$ cat config.mk
export PLATFORM = sky130hd
export DESIGN_NAME = lc3_pipe_ctrl_v2_flat
export DESIGN_NICKNAME = d
export VERILOG_FILES = /design/src/rtl/lc3_pkg.sv /design/src/rtl/lc3_pipe_ctrl_v2_if.sv /design/src/rtl/lc3_fwd_select.sv /design/src/rtl/lc3_pipe_ctrl_v2.sv /design/src/flat_wrapper.sv
export SDC_FILE = /design/constraint.sdc
export NUM_CORES = 1
export LEC_CHECK = 0
export BUFFER_PORTS_ARGS = -buffer_cell sky130_fd_sc_hd__buf_2
export CAP_MARGIN = 20
export CORE_ASPECT_RATIO = 1.1
export CORE_MARGIN = 5
export CORE_UTILIZATION = 42
export DETAILED_ROUTE_END_ITERATION = 16
export PLACE_DENSITY = 0.8
export RECOVER_POWER = 50
export SYNTH_ARGS = -nofsm -noshare
export SYNTH_HDL_FRONTEND = slang
export SYNTH_HIERARCHICAL = 1
export SYNTH_SLANG_ARGS = --single-unit
$ cat constraint.sdc
create_clock -name clk -period 2.3 [get_ports clk]
set_input_delay 0.575 -clock clk [delete_from_list [all_inputs] [get_ports clk]]
set_output_delay 0.575 -clock clk [all_outputs]
set_load 0.01 [all_outputs]
$ cat src/rtl/lc3_pkg.sv
// Shared LC3 pipeline-control types: opcodes, controller states, memory-state
// encodings and instruction-class decoders.
package lc3_pkg;

    typedef enum logic [3:0] {
        OP_BR  = 4'b0000,
        OP_ADD = 4'b0001,
        OP_LD  = 4'b0010,
        OP_ST  = 4'b0011,
        OP_AND = 4'b0101,
        OP_LDR = 4'b0110,
        OP_STR = 4'b0111,
        OP_NOT = 4'b1001,
        OP_LDI = 4'b1010,
        OP_STI = 4'b1011,
        OP_JMP = 4'b1100,
        OP_LEA = 4'b1110
    } op_t;

    typedef enum logic [1:0] {
        ST_RUN     = 2'd0,
        ST_MEM_IND = 2'd1,
        ST_MEM_ACC = 2'd2,
        ST_FLUSH   = 2'd3
    } ctrl_state_t;

    localparam logic [2:0] MS_LOAD  = 3'd0;
    localparam logic [2:0] MS_IND   = 3'd1;
    localparam logic [2:0] MS_STORE = 3'd2;
    localparam logic [2:0] MS_IDLE  = 3'd3;

    localparam logic [4:0] EN_NONE = 5'b00000;

    function automatic logic is_writer(input logic [15:0] ir);
        logic r;
        case (ir[15:12])
            OP_ADD, OP_AND, OP_NOT, OP_LD, OP_LDR, OP_LDI, OP_LEA: r = 1'b1;
            default: r = 1'b0;
        endcase
        return r;
    endfunction

    function automatic logic is_mem(input logic [15:0] ir);
        logic r;
        case (ir[15:12])
            OP_LD, OP_LDR, OP_LDI, OP_ST, OP_STR, OP_STI: r = 1'b1;
            default: r = 1'b0;
        endcase
        return r;
    endfunction

    function automatic logic is_ctrl(input logic [15:0] ir);
        logic r;
        case (ir[15:12])
            OP_BR, OP_JMP: r = 1'b1;
            default: r = 1'b0;
        endcase
        return r;
    endfunction

    function automatic logic is_store(input logic [15:0] ir);
        logic r;
        case (ir[15:12])
            OP_ST, OP_STR, OP_STI: r = 1'b1;
            default: r = 1'b0;
        endcase
        return r;
    endfunction

    function automatic logic is_indirect(input logic [15:0] ir);
        logic r;
        case (ir[15:12])
            OP_LDI, OP_STI: r = 1'b1;
            default: r = 1'b0;
        endcase
        return r;
    endfunction

    function automatic logic uses_src1(input logic [15:0] ir);
        logic r;
        case (ir[15:12])
            OP_ADD, OP_AND, OP_NOT, OP_STR: r = 1'b1;
            default: r = 1'b0;
        endcase
        return r;
    endfunction

    // Source 2 is the register operand of ADD/AND, or the store-data register.
    function automatic logic uses_src2(input logic [15:0] ir);
        logic r;
        case (ir[15:12])
            OP_ADD, OP_AND:        r = ~ir[5];
            OP_ST, OP_STI, OP_STR: r = 1'b1;
            default:               r = 1'b0;
        endcase
        return r;
    endfunction

endpackage

$ cat src/rtl/lc3_pipe_ctrl_v2_if.sv
// Datapath <-> pipeline-controller bundle. The datapath is the master; the
// controller is the slave and drives enables, bypass selects and memory state.
interface lc3_pipe_ctrl_v2_if #(
    parameter int NUM_FWD = 2
);
    localparam int SEL_W = $clog2(NUM_FWD + 1);

    logic                    complete_data;
    logic                    complete_instr;
    logic [15:0]             IR;
    logic [15:0]             IR_Exec;
    logic [16*NUM_FWD-1:0]   IR_Fwd;
    logic [NUM_FWD-1:0]      Fwd_valid;
    logic [15:0]             IMem_dout;
    logic [2:0]              NZP;
    logic [2:0]              psr;

    logic                    enable_updatePC;
    logic                    enable_fetch;
    logic                    enable_decode;
    logic                    enable_execute;
    logic                    enable_writeback;
    logic                    br_taken;
    logic                    flush;
    logic [SEL_W-1:0]        fwd_sel_1;
    logic [SEL_W-1:0]        fwd_sel_2;
    logic [2:0]              mem_state;
    logic                    mem_err;

    modport master (
        output complete_data, complete_instr, IR, IR_Exec, IR_Fwd, Fwd_valid,
               IMem_dout, NZP, psr,
        input  enable_updatePC, enable_fetch, enable_decode, enable_execute,
               enable_writeback, br_taken, flush, fwd_sel_1, fwd_sel_2,
               mem_state, mem_err
    );

    modport slave (
        input  complete_data, complete_instr, IR, IR_Exec, IR_Fwd, Fwd_valid,
               IMem_dout, NZP, psr,
        output enable_updatePC, enable_fetch, enable_decode, enable_execute,
               enable_writeback, br_taken, flush, fwd_sel_1, fwd_sel_2,
               mem_state, mem_err
    );

endinterface

$ cat src/rtl/lc3_fwd_select.sv
// Priority bypass match for one source operand: the youngest live writer whose
// destination equals the source wins; select 0 means register file.
module lc3_fwd_select #(
    parameter int NUM_FWD = 2,
    parameter int REG_AW  = 3,
    parameter int SEL_W   = $clog2(NUM_FWD + 1)
) (
    input  logic                      src_used,
    input  logic [REG_AW-1:0]         src,
    input  logic [NUM_FWD-1:0]        stage_live,
    input  logic [NUM_FWD*REG_AW-1:0] stage_dest,
    output logic [SEL_W-1:0]          sel
);

    // Walk oldest to youngest so the lowest matching stage overrides.
    always_comb begin
        sel = '0;
        for (int k = NUM_FWD - 1; k >= 0; k--) begin
            sel = (src_used && stage_live[k] &&
                   (stage_dest[k*REG_AW +: REG_AW] == src)) ? SEL_W'(k + 1) : sel;
        end
    end

endmodule

$ cat src/rtl/lc3_pipe_ctrl_v2.sv
// LC3 pipeline controller: stage enables, multi-stage operand forwarding,
// branch flush window, LDI/STI memory sequencing and a memory watchdog.
module lc3_pipe_ctrl_v2 #(
    parameter int NUM_FWD     = 2,
    parameter int REG_AW      = 3,
    parameter int FLUSH_DEPTH = 2,
    parameter int MEM_TIMEOUT = 64
) (
    input  logic              clk,
    input  logic              rst,
    lc3_pipe_ctrl_v2_if.slave bus
);
    import lc3_pkg::*;

    localparam int SEL_W   = $clog2(NUM_FWD + 1);
    localparam int CNT_MAX = (MEM_TIMEOUT > FLUSH_DEPTH) ? MEM_TIMEOUT : FLUSH_DEPTH;
    localparam int CNT_W   = $clog2(CNT_MAX + 1);
    localparam logic [CNT_W-1:0] WD_LAST = CNT_W'(MEM_TIMEOUT - 1);
    localparam logic [CNT_W-1:0] FL_LAST = CNT_W'(FLUSH_DEPTH - 1);
    localparam logic [CNT_W-1:0] CNT_ONE = CNT_W'(1);

    ctrl_state_t              state_r;
    logic [CNT_W-1:0]         cnt_r;
    logic                     store_r;
    logic                     done_r;
    logic                     hold_r;
    logic [4:0]               en_r;
    logic                     br_taken_r;
    logic                     flush_r;
    logic                     mem_err_r;
    logic [2:0]               mem_state_r;
    logic [SEL_W-1:0]         sel1_r;
    logic [SEL_W-1:0]         sel2_r;

    logic [NUM_FWD-1:0]        live_s;
    logic [NUM_FWD*REG_AW-1:0] dest_s;
    logic                      src1_used_s;
    logic                      src2_used_s;
    logic [REG_AW-1:0]         src2_s;
    logic [SEL_W-1:0]          sel1_s;
    logic [SEL_W-1:0]          sel2_s;
    logic                      taken_s;
    logic                      hold_s;
    logic [4:0]                en_run_s;
    logic [4:0]                en_flush_s;

    // Per-stage forwarding candidates: live writer flag and destination register.
    always_comb begin
        live_s = '0;
        dest_s = '0;
        for (int k = 0; k < NUM_FWD; k++) begin
            live_s[k] = bus.Fwd_valid[k] & is_writer(bus.IR_Fwd[k*16 +: 16]);
            dest_s[k*REG_AW +: REG_AW] = bus.IR_Fwd[k*16+9 +: REG_AW];
        end
    end

    assign src1_used_s = uses_src1(bus.IR);
    assign src2_used_s = uses_src2(bus.IR);
    assign src2_s      = is_store(bus.IR) ? bus.IR[9 +: REG_AW] : bus.IR[0 +: REG_AW];

    lc3_fwd_select #(.NUM_FWD(NUM_FWD), .REG_AW(REG_AW), .SEL_W(SEL_W)) u_fwd_src1 (
        .src_used   (src1_used_s),
        .src        (bus.IR[6 +: REG_AW]),
        .stage_live (live_s),
        .stage_dest (dest_s),
        .sel        (sel1_s)
    );

    lc3_fwd_select #(.NUM_FWD(NUM_FWD), .REG_AW(REG_AW), .SEL_W(SEL_W)) u_fwd_src2 (
        .src_used   (src2_used_s),
        .src        (src2_s),
        .stage_live (live_s),
        .stage_dest (dest_s),
        .sel        (sel2_s)
    );

    assign taken_s = ((bus.IR_Exec[15:12] == OP_BR) && (|(bus.NZP & bus.psr))) ||
                     (bus.IR_Exec[15:12] == OP_JMP);

    // Fetch hold: set when a BR/JMP is fetched, released once a branch resolves in execute.
    always_comb begin
        hold_s = hold_r;
        if ((state_r == ST_RUN) && is_ctrl(bus.IR_Exec)) begin
            hold_s = 1'b0;
        end else if (!hold_r && bus.complete_instr && is_ctrl(bus.IMem_dout)) begin
            hold_s = 1'b1;
        end else begin
            hold_s = hold_r;
        end
    end

    // Enable vectors ordered {updatePC, fetch, decode, execute, writeback}.
    assign en_run_s   = {~hold_s, ~hold_s & bus.complete_instr, 1'b1, 1'b1, 1'b1};
    assign en_flush_s = {1'b1, bus.complete_instr, 1'b0, 1'b0, 1'b1};

    // Controller FSM with registered enables, branch pulses, memory state and watchdog.
    // done_r keeps the just-finished memory op, still sitting in execute, from restarting.
    always_ff @(posedge clk) begin
        if (!rst) begin
            state_r     <= ST_RUN;
            cnt_r       <= '0;
            store_r     <= 1'b0;
            done_r      <= 1'b0;
            hold_r      <= 1'b0;
            en_r        <= EN_NONE;
            br_taken_r  <= 1'b0;
            flush_r     <= 1'b0;
            mem_err_r   <= 1'b0;
            mem_state_r <= MS_IDLE;
        end else begin
            hold_r     <= hold_s;
            br_taken_r <= 1'b0;
            flush_r    <= 1'b0;
            mem_err_r  <= 1'b0;
            done_r     <= 1'b0;
            case (state_r)
                ST_RUN: begin
                    if (is_mem(bus.IR_Exec) && !done_r) begin
                        state_r     <= is_indirect(bus.IR_Exec) ? ST_MEM_IND : ST_MEM_ACC;
                        cnt_r       <= '0;
                        store_r     <= is_store(bus.IR_Exec);
                        en_r        <= EN_NONE;
                        mem_state_r <= is_indirect(bus.IR_Exec) ? MS_IND :
                                       (is_store(bus.IR_Exec) ? MS_STORE : MS_LOAD);
                    end else if (taken_s) begin
                        state_r     <= ST_FLUSH;
                        cnt_r       <= '0;
                        en_r        <= en_flush_s;
                        br_taken_r  <= 1'b1;
                        flush_r     <= 1'b1;
                        mem_state_r <= MS_IDLE;
                    end else begin
                        en_r        <= en_run_s;
                        mem_state_r <= MS_IDLE;
                    end
                end
                ST_MEM_IND, ST_MEM_ACC: begin
                    if ((cnt_r == WD_LAST) && !bus.complete_data) begin
                        state_r     <= ST_RUN;
                        mem_err_r   <= 1'b1;
                        done_r      <= 1'b1;
                        en_r        <= EN_NONE;
                        mem_state_r <= MS_IDLE;
                    end else if (bus.complete_data && (state_r == ST_MEM_IND)) begin
                        state_r     <= ST_MEM_ACC;
                        cnt_r       <= '0;
                        en_r        <= EN_NONE;
                        mem_state_r <= store_r ? MS_STORE : MS_LOAD;
                    end else if (bus.complete_data) begin
                        state_r     <= ST_RUN;
                        done_r      <= 1'b1;
                        en_r        <= en_run_s;
                        mem_state_r <= MS_IDLE;
                    end else begin
                        cnt_r       <= cnt_r + CNT_ONE;
                        en_r        <= EN_NONE;
                        mem_state_r <= mem_state_r;
                    end
                end
                ST_FLUSH: begin
                    if (cnt_r == FL_LAST) begin
                        state_r <= ST_RUN;
                        en_r    <= en_run_s;
                    end else begin
                        cnt_r   <= cnt_r + CNT_ONE;
                        en_r    <= en_flush_s;
                    end
                    mem_state_r <= MS_IDLE;
                end
                default: begin
                    state_r     <= ST_RUN;
                    cnt_r       <= '0;
                    en_r        <= EN_NONE;
                    mem_state_r <= MS_IDLE;
                end
            endcase
        end
    end

    // Registered bypass selects.
    always_ff @(posedge clk) begin
        if (!rst) begin
            sel1_r <= '0;
            sel2_r <= '0;
        end else begin
            sel1_r <= sel1_s;
            sel2_r <= sel2_s;
        end
    end

    assign bus.enable_updatePC  = en_r[4];
    assign bus.enable_fetch     = en_r[3];
    assign bus.enable_decode    = en_r[2];
    assign bus.enable_execute   = en_r[1];
    assign bus.enable_writeback = en_r[0];
    assign bus.br_taken         = br_taken_r;
    assign bus.flush            = flush_r;
    assign bus.fwd_sel_1        = sel1_r;
    assign bus.fwd_sel_2        = sel2_r;
    assign bus.mem_state        = mem_state_r;
    assign bus.mem_err          = mem_err_r;

endmodule

$ cat src/flat_wrapper.sv
// flat-port wrapper written by rule: the top's interface ports become plain ports
module lc3_pipe_ctrl_v2_flat import lc3_pkg::*;
#(
    parameter int NUM_FWD     = 2,
    parameter int REG_AW      = 3,
    parameter int FLUSH_DEPTH = 2,
    parameter int MEM_TIMEOUT = 64
)
  (clk, rst, bus_complete_data, bus_complete_instr, bus_IR, bus_IR_Exec, bus_IR_Fwd, bus_Fwd_valid, bus_IMem_dout, bus_NZP, bus_psr, bus_enable_updatePC, bus_enable_fetch, bus_enable_decode, bus_enable_execute, bus_enable_writeback, bus_br_taken, bus_flush, bus_fwd_sel_1, bus_fwd_sel_2, bus_mem_state, bus_mem_err);
  lc3_pipe_ctrl_v2_if #(.NUM_FWD(NUM_FWD)) bus_i ();
  input  logic clk;
  input  logic rst;
  input wire logic [$bits(bus_i.complete_data)-1:0] bus_complete_data;
  input wire logic [$bits(bus_i.complete_instr)-1:0] bus_complete_instr;
  input wire logic [$bits(bus_i.IR)-1:0] bus_IR;
  input wire logic [$bits(bus_i.IR_Exec)-1:0] bus_IR_Exec;
  input wire logic [$bits(bus_i.IR_Fwd)-1:0] bus_IR_Fwd;
  input wire logic [$bits(bus_i.Fwd_valid)-1:0] bus_Fwd_valid;
  input wire logic [$bits(bus_i.IMem_dout)-1:0] bus_IMem_dout;
  input wire logic [$bits(bus_i.NZP)-1:0] bus_NZP;
  input wire logic [$bits(bus_i.psr)-1:0] bus_psr;
  output wire logic [$bits(bus_i.enable_updatePC)-1:0] bus_enable_updatePC;
  output wire logic [$bits(bus_i.enable_fetch)-1:0] bus_enable_fetch;
  output wire logic [$bits(bus_i.enable_decode)-1:0] bus_enable_decode;
  output wire logic [$bits(bus_i.enable_execute)-1:0] bus_enable_execute;
  output wire logic [$bits(bus_i.enable_writeback)-1:0] bus_enable_writeback;
  output wire logic [$bits(bus_i.br_taken)-1:0] bus_br_taken;
  output wire logic [$bits(bus_i.flush)-1:0] bus_flush;
  output wire logic [$bits(bus_i.fwd_sel_1)-1:0] bus_fwd_sel_1;
  output wire logic [$bits(bus_i.fwd_sel_2)-1:0] bus_fwd_sel_2;
  output wire logic [$bits(bus_i.mem_state)-1:0] bus_mem_state;
  output wire logic [$bits(bus_i.mem_err)-1:0] bus_mem_err;
  assign bus_i.complete_data = bus_complete_data;
  assign bus_i.complete_instr = bus_complete_instr;
  assign bus_i.IR = bus_IR;
  assign bus_i.IR_Exec = bus_IR_Exec;
  assign bus_i.IR_Fwd = bus_IR_Fwd;
  assign bus_i.Fwd_valid = bus_Fwd_valid;
  assign bus_i.IMem_dout = bus_IMem_dout;
  assign bus_i.NZP = bus_NZP;
  assign bus_i.psr = bus_psr;
  assign bus_enable_updatePC = bus_i.enable_updatePC;
  assign bus_enable_fetch = bus_i.enable_fetch;
  assign bus_enable_decode = bus_i.enable_decode;
  assign bus_enable_execute = bus_i.enable_execute;
  assign bus_enable_writeback = bus_i.enable_writeback;
  assign bus_br_taken = bus_i.br_taken;
  assign bus_flush = bus_i.flush;
  assign bus_fwd_sel_1 = bus_i.fwd_sel_1;
  assign bus_fwd_sel_2 = bus_i.fwd_sel_2;
  assign bus_mem_state = bus_i.mem_state;
  assign bus_mem_err = bus_i.mem_err;
  lc3_pipe_ctrl_v2 #(.NUM_FWD(NUM_FWD), .REG_AW(REG_AW), .FLUSH_DEPTH(FLUSH_DEPTH), .MEM_TIMEOUT(MEM_TIMEOUT)) u_core (.clk(clk), .rst(rst), .bus(bus_i));
endmodule
==> results.sh, run 1 <==
export IMPL_numCtsBuffers=3
export IMPL_crit_required_ns=2.48
export IMPL_diodes=0
export IMPL_start_util_pct=43.8
export IMPL_cp_arrival_ns=2.31
export IMPL_synth_common_cells="dfxtp_1, nor2_1, nand2_1, o21ai_0, xor2_1"
export IMPL_synth_seq_area_share_pct=30.0
export IMPL_first_iter_violations=89
export IMPL_die_y_um=74.7
export IMPL_cts_setup_buffers=0
export IMPL_timing_hold_ws_ns=0.478
export IMPL_dp_hpwl_um=3110
export IMPL_detail_route_antenna_nets=0
export IMPL_synth_area_mux_share_pct=5.24
export IMPL_yosysTopAreaCell="dfxtp_1"
export IMPL_maxCapViolCount=0
export IMPL_synthToLayoutAreaGrowth_pct=24.6
export IMPL_fin_cells=294
export IMPL_cts_root_buf="clkbuf_8"
export IMPL_period_needed_ns=2.14
export IMPL_top_level_ports=107
export IMPL_ir_worst_vdd_mv=0.321
export IMPL_pwr_share_seq_pct=33.4
export IMPL_finalMaxSlewViolations=0
export IMPL_routabilityCongestion=0.860
export IMPL_period_share_pct=92.9
export IMPL_core_sq_um=3650
export IMPL_wire_per_inst_um=13.1
export IMPL_cts_tree="done"
export IMPL_synthSimpleGateAreaFrac_pct=27.9
export IMPL_ys_warn_count=6
export IMPL_timing_clock_skew_ns=0.00229
export IMPL_synth_top_area_share_pct=30.0
export IMPL_ff2ff_setup_slack_ns=0.16
export IMPL_crit_path_start_kind="flip-flop"
export IMPL_synth_area_leaders="dfxtp_1, ha_1, xor2_1, nor2_1, nand2_1"
export IMPL_grt_util_all_layers_pct=15.8
export IMPL_syn_nets=281
export IMPL_slew_headroom_pct=65.0
export IMPL_n_fill_cell=368
export IMPL_clk_latency_ns=0.27
export IMPL_grt_max_degree=19
export IMPL_leakage_nw=0.843
export IMPL_p_comb_share_pct=48.4
export IMPL_synth_flop_cell="dfxtp_1"
export IMPL_synthDistinctLibCells=55
export IMPL_netlist_instances=182
export IMPL_grt_pass1_wl_um=6260
export IMPL_hp_class="flip-flop to flip-flop"
export IMPL_clkTransAtPathRegs_ns=0.08
export IMPL_grt_overflow=0
export IMPL_tightest_slew_ns=0.525
export IMPL_vias=1551
export IMPL_path_class="flip-flop to flip-flop"
export IMPL_synth_edf_count=0
export IMPL_synth_top_family_by_area="simple AND/OR/NAND/NOR gates"
export IMPL_netlist_area_sq_um=1600
export IMPL_final_hold_viol_count=0
export IMPL_clock_path_buffers=2
export IMPL_syn_avg_cell_area_sq_um=8.79
export IMPL_switching_power_mw=0.611
export IMPL_setup_viol=0
export IMPL_synth_fa_ha_area_share_pct=5.48
export IMPL_p_int_mw=0.966
export IMPL_grt_pass1_vias=1542
export IMPL_drc=0
export IMPL_setup_tns_ns=0
export IMPL_die_area_sq_um=5140
export IMPL_antenna_found_initial=0
export IMPL_status="complete, no violations"
export IMPL_cp_end_kind="flip-flop"
export IMPL_h_tree_depth=1
export IMPL_cts_sinks=24
export IMPL_fmax_mhz=468
export IMPL_rsz0062_at_grt="false"
export IMPL_drt_first_pass_iters=4
export IMPL_dpl_cell_count=290
export IMPL_vias_per_cell=5.28
export IMPL_synth_most_common_cell="dfxtp_1"
export IMPL_powerDensity_nw_per_um2=791
export IMPL_synthXorXnorAreaFrac_pct=7.12
export IMPL_synth_compound_area_share_pct=20.0
export IMPL_p_sw_share_pct=38.8
export IMPL_finalPower_mw=1.58
export IMPL_layout_nets=344
export IMPL_clkPwrFrac_pct=18.2
export IMPL_async_flop_share_pct=0
export IMPL_crit_fanout=8
export IMPL_drt_wl_total_um=3860
export IMPL_port_buffers=61
export IMPL_row_count=23
export IMPL_dieWidth_um=68.8
export IMPL_ys_ff_latch=24
export IMPL_drive_gt1_share_pct=31.1
## power groups by stage
| stage | Clock [mW] | Sequential (mW) | Combinational, mW |
|---|---|---|---|
| 3_5_place_dp | 0 | 0.534 | 0.761 |
| 5_1_grt | 0.306 | 0.534 | 0.860 |
| 4_1_cts | 0.296 | 0.525 | 0.770 |
| 2_1_floorplan | 0 | 0.552 | 0.514 |
| 6_report | 0.287 | 0.527 | 0.764 |
| 3_3_place_gp | 0 | 0.530 | 0.749 |
## logic make-up (layout without fill, tap and decap cells)
family	after synthesis	count (layout)
and+or+nand+nor	71	71
AOI/OAI and AO/OA	44	44
DFF	24	24
buffers and inverters	14	76
xor gates and xnor gates	13	13
muxes	8	8
adders and majority gates	7	7
other	1	1
## per-layer routing
metal | up-vias | wire length (um) | track usage [%]
met5 | - | 0 | 0
met4 | 0 | 59 | 6.71
met3 | 6 | 359 | 2.99
met2 | 66 | 1990 | 29.7
met1 | 691 | 1450 | 16.9
li1 | 788 | - | -
## cell usage in the layout, fill, tap and decap left out, drive strengths merged, types with 3 or more instances in the layout
master / Yosys / routed
xor2: 10 / 10
nand2: 14 / 14
buf: 4 / 51
a21oi: 8 / 8
nor2: 17 / 17
nor2b: 4 / 4
ha: 7 / 7
mux2: 3 / 3
o311ai: 6 / 6
nand3b: 3 / 3
dfxtp: 24 / 24
clkbuf: 3 / 18
o211ai: 3 / 3
nand3: 4 / 4
o21ai: 11 / 11
and2: 6 / 6
inv: 7 / 7
a31oi: 3 / 3
xnor2: 3 / 3
or4: 3 / 3
nor4: 5 / 5
mux2i: 5 / 5
## worst paths after layout
| kind | from | to | depth (start not counted) |
|---|---|---|---|
| min | u_core/bus.mem_state[0]$_SDFFE_PN1P_ | u_core/bus.mem_state[0]$_SDFFE_PN1P_ | 2 |
| min reg2reg | u_core/bus.mem_state[0]$_SDFFE_PN1P_ | u_core/bus.mem_state[0]$_SDFFE_PN1P_ | 2 |
| max | u_core/state_r[0]$_SDFFE_PN0P_ | u_core/cnt_r[3]$_SDFFE_PN0P_ | 6 |
| max reg2reg | u_core/state_r[0]$_SDFFE_PN0P_ | u_core/cnt_r[3]$_SDFFE_PN0P_ | 6 |
## critical path: stages, from the launching register on
cell and delay, ns:
dfxtp_1 0.40, inv_1 0.10, ha_1 0.36, a21boi_0 0.29, o21bai_2 0.18, or3_4 0.44
o41ai_2 0.27
## through the flow
| step | utilization [%] | worst slack [ns] | area (sq um) |
|---|---|---|---|
| final | 54.5 | 0.163 | 1990 |
| after global placement | 53.6 | 0.109 | 1960 |
| after global routing | 54.5 | 0.0525 | 1990 |
| after CTS | 55.1 | 0.0164 | 2010 |
| after floorplan | - | 0.352 | 1600 |
| after detailed placement | 53.6 | 0.0631 | 1960 |
## area by class of cell
type | count | area (sq um) | area share (%)
inverters | 7 | 26.3 | 1.32
flip-flops and latches | 24 | 480 | 24.1
repair buffers | 65 | 318 | 15.9
multi-input cells | 144 | 1050 | 52.7
clock buffers | 4 | 55.1 | 2.76
well taps | 50 | 62.6 | 3.14
## timing repair
action | 4_1_cts | 5_1_grt
hold buffers | 0 | 0
resized for setup | 0 | 2
setup endpoints to repair | 0 | 5
## state kept, by name, summed over array words and instances (netlist names), 2 cells and up
register and count:
u_core/state_r 2, u_core/cnt_r 7, u_core/bus.fwd_sel_2 2, u_core/bus.fwd_sel_1 2, u_core/en_r 4, u_core/bus.mem_state 2
Note: power is estimated with default switching activity, not from simulation.
==> inputs of run 2 (changes only) <==
- GPL_TIMING_DRIVEN: default -> 0
==> run 2 against run 1 <==
Compared with the run above: flip-flop and latch count unchanged; critical path type unchanged; maximum frequency grew 1.6%; non-clock buffer count rose by 2; setup slack better by 0.033 ns; global-route usage up 0.41 points; register-to-register slack gained 0.03 ns; final area up 1.0%; sequential power about the same; cell count increased by 0.68%.
==> results.sh, run 2 (same netlist as run 1, synthesis figures left out) <==
export IMPL_cp_arrival_ns=2.30
export IMPL_crit_required_ns=2.50
export IMPL_period_share_pct=91.5
export IMPL_leakage_nw=0.847
export IMPL_top_level_ports=107
export IMPL_cts_sinks=24
export IMPL_vias=1589
export IMPL_path_class="flip-flop to flip-flop"
export IMPL_cts_tree="done"
export IMPL_layout_commonest_cell="buf_2"
export IMPL_h_tree_depth=1
export IMPL_vias_per_cell=5.37
export IMPL_numCtsBuffers=3
export IMPL_grt_max_degree=15
export IMPL_cts_setup_buffers=0
export IMPL_dpl_cell_count=292
export IMPL_n_fill_cell=375
export IMPL_die_area_sq_um=5140
export IMPL_crit_path_start_kind="flip-flop"
export IMPL_largest_reg_flops=7
export IMPL_timing_hold_ws_ns=0.490
export IMPL_clkTransAtPathRegs_ns=0.08
export IMPL_place_ws_ns=0.0801
export IMPL_die_y_um=74.7
export IMPL_drt_first_pass_iters=4
export IMPL_start_util_pct=43.8
export IMPL_dp_hpwl_um=3240
export IMPL_cts_root_buf="clkbuf_8"
export IMPL_diodes=0
export IMPL_period_needed_ns=2.10
export IMPL_detail_route_antenna_nets=0
export IMPL_setup_tns_ns=0
export IMPL_tightest_slew_ns=0.633
export IMPL_drt_wl_total_um=4000
export IMPL_top_regs="u_core/cnt_r x7, u_core/en_r x4"
export IMPL_antenna_found_initial=0
export IMPL_cts_hold_buf=0
export IMPL_core_sq_um=3650
export IMPL_fmax_mhz=475
export IMPL_clk_latency_ns=0.26
export IMPL_cp_end_kind="flip-flop"
export IMPL_regMostFlops="u_core/cnt_r"
export IMPL_maxCapViolCount=0
export IMPL_crit_fanout=5
export IMPL_worst_slack_ns=0.196
export IMPL_hp_class="flip-flop to flip-flop"
export IMPL_final_hold_viol_count=0
export IMPL_drc=0
export IMPL_first_iter_violations=68
export IMPL_finalMaxSlewViolations=0
export IMPL_grt_pass1_wl_um=6490
export IMPL_synthToLayoutAreaGrowth_pct=25.9
export IMPL_drive_gt1_share_pct=30.5
export IMPL_wire_per_inst_um=13.5
export IMPL_layout_nets=346
export IMPL_finalPower_mw=1.66
export IMPL_setup_viol=0
export IMPL_slew_headroom_pct=56.7
export IMPL_ir_worst_vdd_mv=0.287
export IMPL_port_buffers=60
export IMPL_final_cell_mix="buf_2, dfxtp_1, clkbuf_1"
export IMPL_fin_cells=296
export IMPL_status="complete, no violations"
export IMPL_clock_path_buffers=2
export IMPL_powerDensity_nw_per_um2=822
export IMPL_timing_clock_skew_ns=0.00339
export IMPL_row_count=23
export IMPL_rsz0062_at_grt="false"
export IMPL_dieWidth_um=68.8
export IMPL_grt_util_all_layers_pct=16.2
export IMPL_grt_overflow=0
export IMPL_routabilityCongestion=0.825
export IMPL_grt_pass1_vias=1612
-- run 2: what timing repair did --
item,4_1_cts,5_1_grt
setup endpoints to repair,0,6
hold endpoints to repair,0,0
resized for setup,0,2
-- run 2: area by class of cell --
cell class	count	area (sq um)	area share [%]
multi-input cells	144	1050	52.3
flip-flops and latches	24	480	23.9
repair buffers	60	283	14.0
well taps	50	62.6	3.11
clock buffers	3	41.3	2.05
plain buffers	7	37.5	1.86
clock inverters	1	30.0	1.49
inverters	7	26.3	1.31
-- run 2: report_power, final --
group / total (mW) / internal (mW) / leakage, nW / switching [mW]
Combinational: 0.761 / 0.316 / 0.616 / 0.444
Sequential: 0.527 / 0.487 / 0.196 / 0.0405
Clock: 0.367 / 0.233 / 0.0357 / 0.135
Total: 1.66 / 1.04 / 0.847 / 0.620
-- run 2: through the flow --
step | cell area [sq um] | utilization, %
after CTS | 2030 | 55.6
after detailed placement | 1960 | 53.7
after floorplan | 1600 | -
after global routing | 2010 | 55.1
final | 2010 | 55.1
after global placement | 1960 | 53.7
-- run 2: metal layers --
| layer | up-vias | track usage [%] | wire length, um |
|---|---|---|---|
| met3 | 8 | 2.84 | 321 |
| met2 | 62 | 31.4 | 2100 |
| met5 | - | 0 | 0 |
| li1 | 789 | - | - |
| met1 | 730 | 16.8 | 1500 |
| met4 | 0 | 6.49 | 85 |
-- run 2: path summary, 6_finish.rpt --
kind	cells after the start	slack (ns)	to	start
setup reg to reg	7	0.20	u_core/state_r[0]$_SDFFE_PN0P_	u_core/state_r[0]$_SDFFE_PN0P_
hold / removal	2	0.49	u_core/bus.mem_state[0]$_SDFFE_PN1P_	u_core/bus.mem_state[0]$_SDFFE_PN1P_
setup / recovery	7	0.20	u_core/state_r[0]$_SDFFE_PN0P_	u_core/state_r[0]$_SDFFE_PN0P_
hold reg to reg	2	0.49	u_core/bus.mem_state[0]$_SDFFE_PN1P_	u_core/bus.mem_state[0]$_SDFFE_PN1P_
-- run 2: critical path: stages, from the launching register on --
cell,delay [ns]
dfxtp_1,0.39
inv_1,0.10
ha_1,0.35
and2b_2,0.21
o21ai_0,0.24
o211ai_2,0.23
or3b_1,0.39
a21oi_1,0.13
==> inputs of run 3 (changes only) <==
- clock period: 2.3 -> 2.1 ns (I/O delays scaled with it)
==> run 3 against run 2 <==
Compared with the run above: non-clock buffer count unchanged; combinational power increased by 15%; sequential power increased by 10%; global-route usage increased by 0.061 points; setup slack got worse by 0.091 ns; die area unchanged; via count increased by 0.19%; maximum frequency increased by 5.4%; core utilization increased by 0.75 points; clock power increased by 9.8%; largest power group unchanged.
==> results.sh, run 3 (same netlist as run 1, synthesis figures left out) <==
export IMPL_finalMaxSlewViolations=0
export IMPL_drc=0
export IMPL_critPathSlowestCell="dfxtp_1"
export IMPL_layout_commonest_cell="buf_2"
export IMPL_pwr_share_seq_pct=31.2
export IMPL_start_util_pct=43.8
export IMPL_cp_arrival_ns=2.17
export IMPL_die_y_um=74.7
export IMPL_r2r_cells=7
export IMPL_maxCapViolCount=0
export IMPL_path_class="flip-flop to flip-flop"
export IMPL_placed_area_sq_um=1960
export IMPL_period_needed_ns=2.00
export IMPL_powerDensity_nw_per_um2=911
export IMPL_p_int_mw=1.16
export IMPL_port_buffers=60
export IMPL_clkTransAtPathRegs_ns=0.09
export IMPL_cts_tree="done"
export IMPL_finalPower_mw=1.86
export IMPL_regMostFlops="u_core/cnt_r"
export IMPL_top_level_ports=107
export IMPL_hp_class="input port to flip-flop"
export IMPL_drt_first_pass_iters=4
export IMPL_wire_per_inst_um=13.6
export IMPL_cts_root_buf="clkbuf_8"
export IMPL_grt_pass1_wl_um=6500
export IMPL_first_iter_violations=70
export IMPL_cp_end_kind="flip-flop"
export IMPL_period_share_pct=95.0
export IMPL_endpoint="u_core/cnt_r[3]$_SDFFE_PN0P_"
export IMPL_core_sq_um=3650
export IMPL_clk_latency_ns=0.26
export IMPL_diodes=0
export IMPL_switching_power_mw=0.696
export IMPL_dp_hpwl_um=3240
export IMPL_grt_pass1_vias=1600
export IMPL_top_regs="u_core/cnt_r x7, u_core/en_r x4"
export IMPL_clkPwrFrac_pct=21.7
export IMPL_finalInstanceArea_sq_um=2040
export IMPL_grt_max_degree=15
export IMPL_h_tree_depth=1
export IMPL_largest_reg_flops=7
export IMPL_cts_sinks=24
export IMPL_antenna_found_initial=0
export IMPL_fmax_mhz=501
export IMPL_layout_nets=346
export IMPL_crit_path_start_kind="flip-flop"
export IMPL_timing_clock_skew_ns=0.00220
export IMPL_cp_top_family="simple AND/OR/NAND/NOR gates"
export IMPL_final_hold_viol_count=0
export IMPL_crit_required_ns=2.28
export IMPL_max_stage_delay_ns=0.39
export IMPL_worstSetupStartpoint="u_core/state_r[1]$_SDFFE_PN0P_"
export IMPL_drt_wl_total_um=4020
export IMPL_vias_per_cell=5.38
export IMPL_synthToLayoutAreaGrowth_pct=27.6
export IMPL_worst_r2r_endpoint="u_core/cnt_r[3]$_SDFFE_PN0P_"
export IMPL_timing_rr_start="u_core/state_r[1]$_SDFFE_PN0P_"
export IMPL_setup_tns_ns=0
export IMPL_cts_setup_buffers=0
export IMPL_die_area_sq_um=5140
export IMPL_rsz0062_at_grt="false"
export IMPL_setup_viol=0
export IMPL_ff2ff_setup_slack_ns=0.10
export IMPL_routabilityCongestion=0.825
export IMPL_final_cell_mix="buf_2, dfxtp_1, clkbuf_1"
export IMPL_p_comb_share_pct=47.1
export IMPL_clock_path_buffers=2
export IMPL_grt_util_all_layers_pct=16.3
export IMPL_fin_util_pct=55.8
export IMPL_status="complete, no violations"
export IMPL_ir_worst_vdd_mv=0.303
export IMPL_slew_headroom_pct=54.8
export IMPL_dieWidth_um=68.8
export IMPL_detail_route_antenna_nets=0
export IMPL_numCtsBuffers=3
export IMPL_tightest_slew_ns=0.660
export IMPL_vias=1592
export IMPL_drive_gt1_share_pct=32.1
export IMPL_p_sw_share_pct=37.4
export IMPL_crit_fanout=9
export IMPL_row_count=23
export IMPL_crit_chain="inv_1, ha_1, nand3b_1, o31a_2, nand2_4, or3_4, o41ai_2"
export IMPL_path_buf_inv=1
export IMPL_leakage_nw=0.856
export IMPL_cts_hold_buf=0
export IMPL_cp_depth=7
export IMPL_grt_overflow=0
-- run 3: final cells by class --
cell class                 instances  area [sq um]
buffer                             7          37.5
clock buffer                       3          41.3
clock inverter                     1          30.0
fill                             367          1610
inverter                           7          26.3
multi-input combinational        144          1080
sequential                        24           482
tap                               50          62.6
timing repair buffer              60           283
-- run 3: power groups by stage --
| stage | sequential [mW] | clock [mW] | combinational [mW] |
|---|---|---|---|
| floorplan | 0.605 | 0 | 0.563 |
| global placement | 0.583 | 0 | 0.810 |
| detailed placement | 0.586 | 0 | 0.835 |
| CTS | 0.576 | 0.416 | 0.851 |
| global route | 0.590 | 0.432 | 0.980 |
| finish | 0.581 | 0.403 | 0.875 |
-- run 3: layer usage --
| layer | global-route usage, % | vias to the layer above | wire (um) |
|---|---|---|---|
| met2 | 31.5 | 55 | 2110 |
| li1 | - | 787 | - |
| met1 | 17.0 | 742 | 1520 |
| met3 | 2.84 | 8 | 308 |
| met4 | 6.28 | 0 | 81 |
| met5 | 0 | - | 0 |
-- run 3: worst min path at each step --
stage | end | depth (start not counted) | from
2_1_floorplan | u_core/store_r$_SDFFE_PN0P_ | 2 | u_core/store_r$_SDFFE_PN0P_
3_3_place_gp | u_core/bus.mem_state[0]$_SDFFE_PN1P_ | 2 | u_core/bus.mem_state[0]$_SDFFE_PN1P_
3_5_place_dp | u_core/bus.mem_state[0]$_SDFFE_PN1P_ | 2 | u_core/bus.mem_state[0]$_SDFFE_PN1P_
4_1_cts | u_core/en_r[3]$_SDFF_PN0_ | 2 | bus_complete_instr
5_1_grt | u_core/en_r[3]$_SDFF_PN0_ | 2 | bus_complete_instr
6_report | u_core/en_r[3]$_SDFF_PN0_ | 2 | bus_complete_instr
-- run 3: timing repair --
action                     in CTS  in global routing
cloned                          0                  0
gates resized for setup         3                  7
setup endpoints to repair       7                  8
-- run 3: worst reg2reg max path: stages, from the launching register on --
cell and delay (ns):
dfxtp_1 0.39, inv_1 0.10, ha_1 0.33, nand3b_1 0.16
o31a_2 0.20, nand2_4 0.09, or3_4 0.38, o41ai_2 0.27
-- run 3: stage by stage --
step	worst slack [ns]	instances	hold WS (ns)
floorplan	0.181	182	0.461
global placement	-0.0500	292	0.454
detailed placement	-0.0776	292	0.471
CTS	0.0182	296	0.465
global route	0.000115	296	0.501
finish	0.104	296	0.471
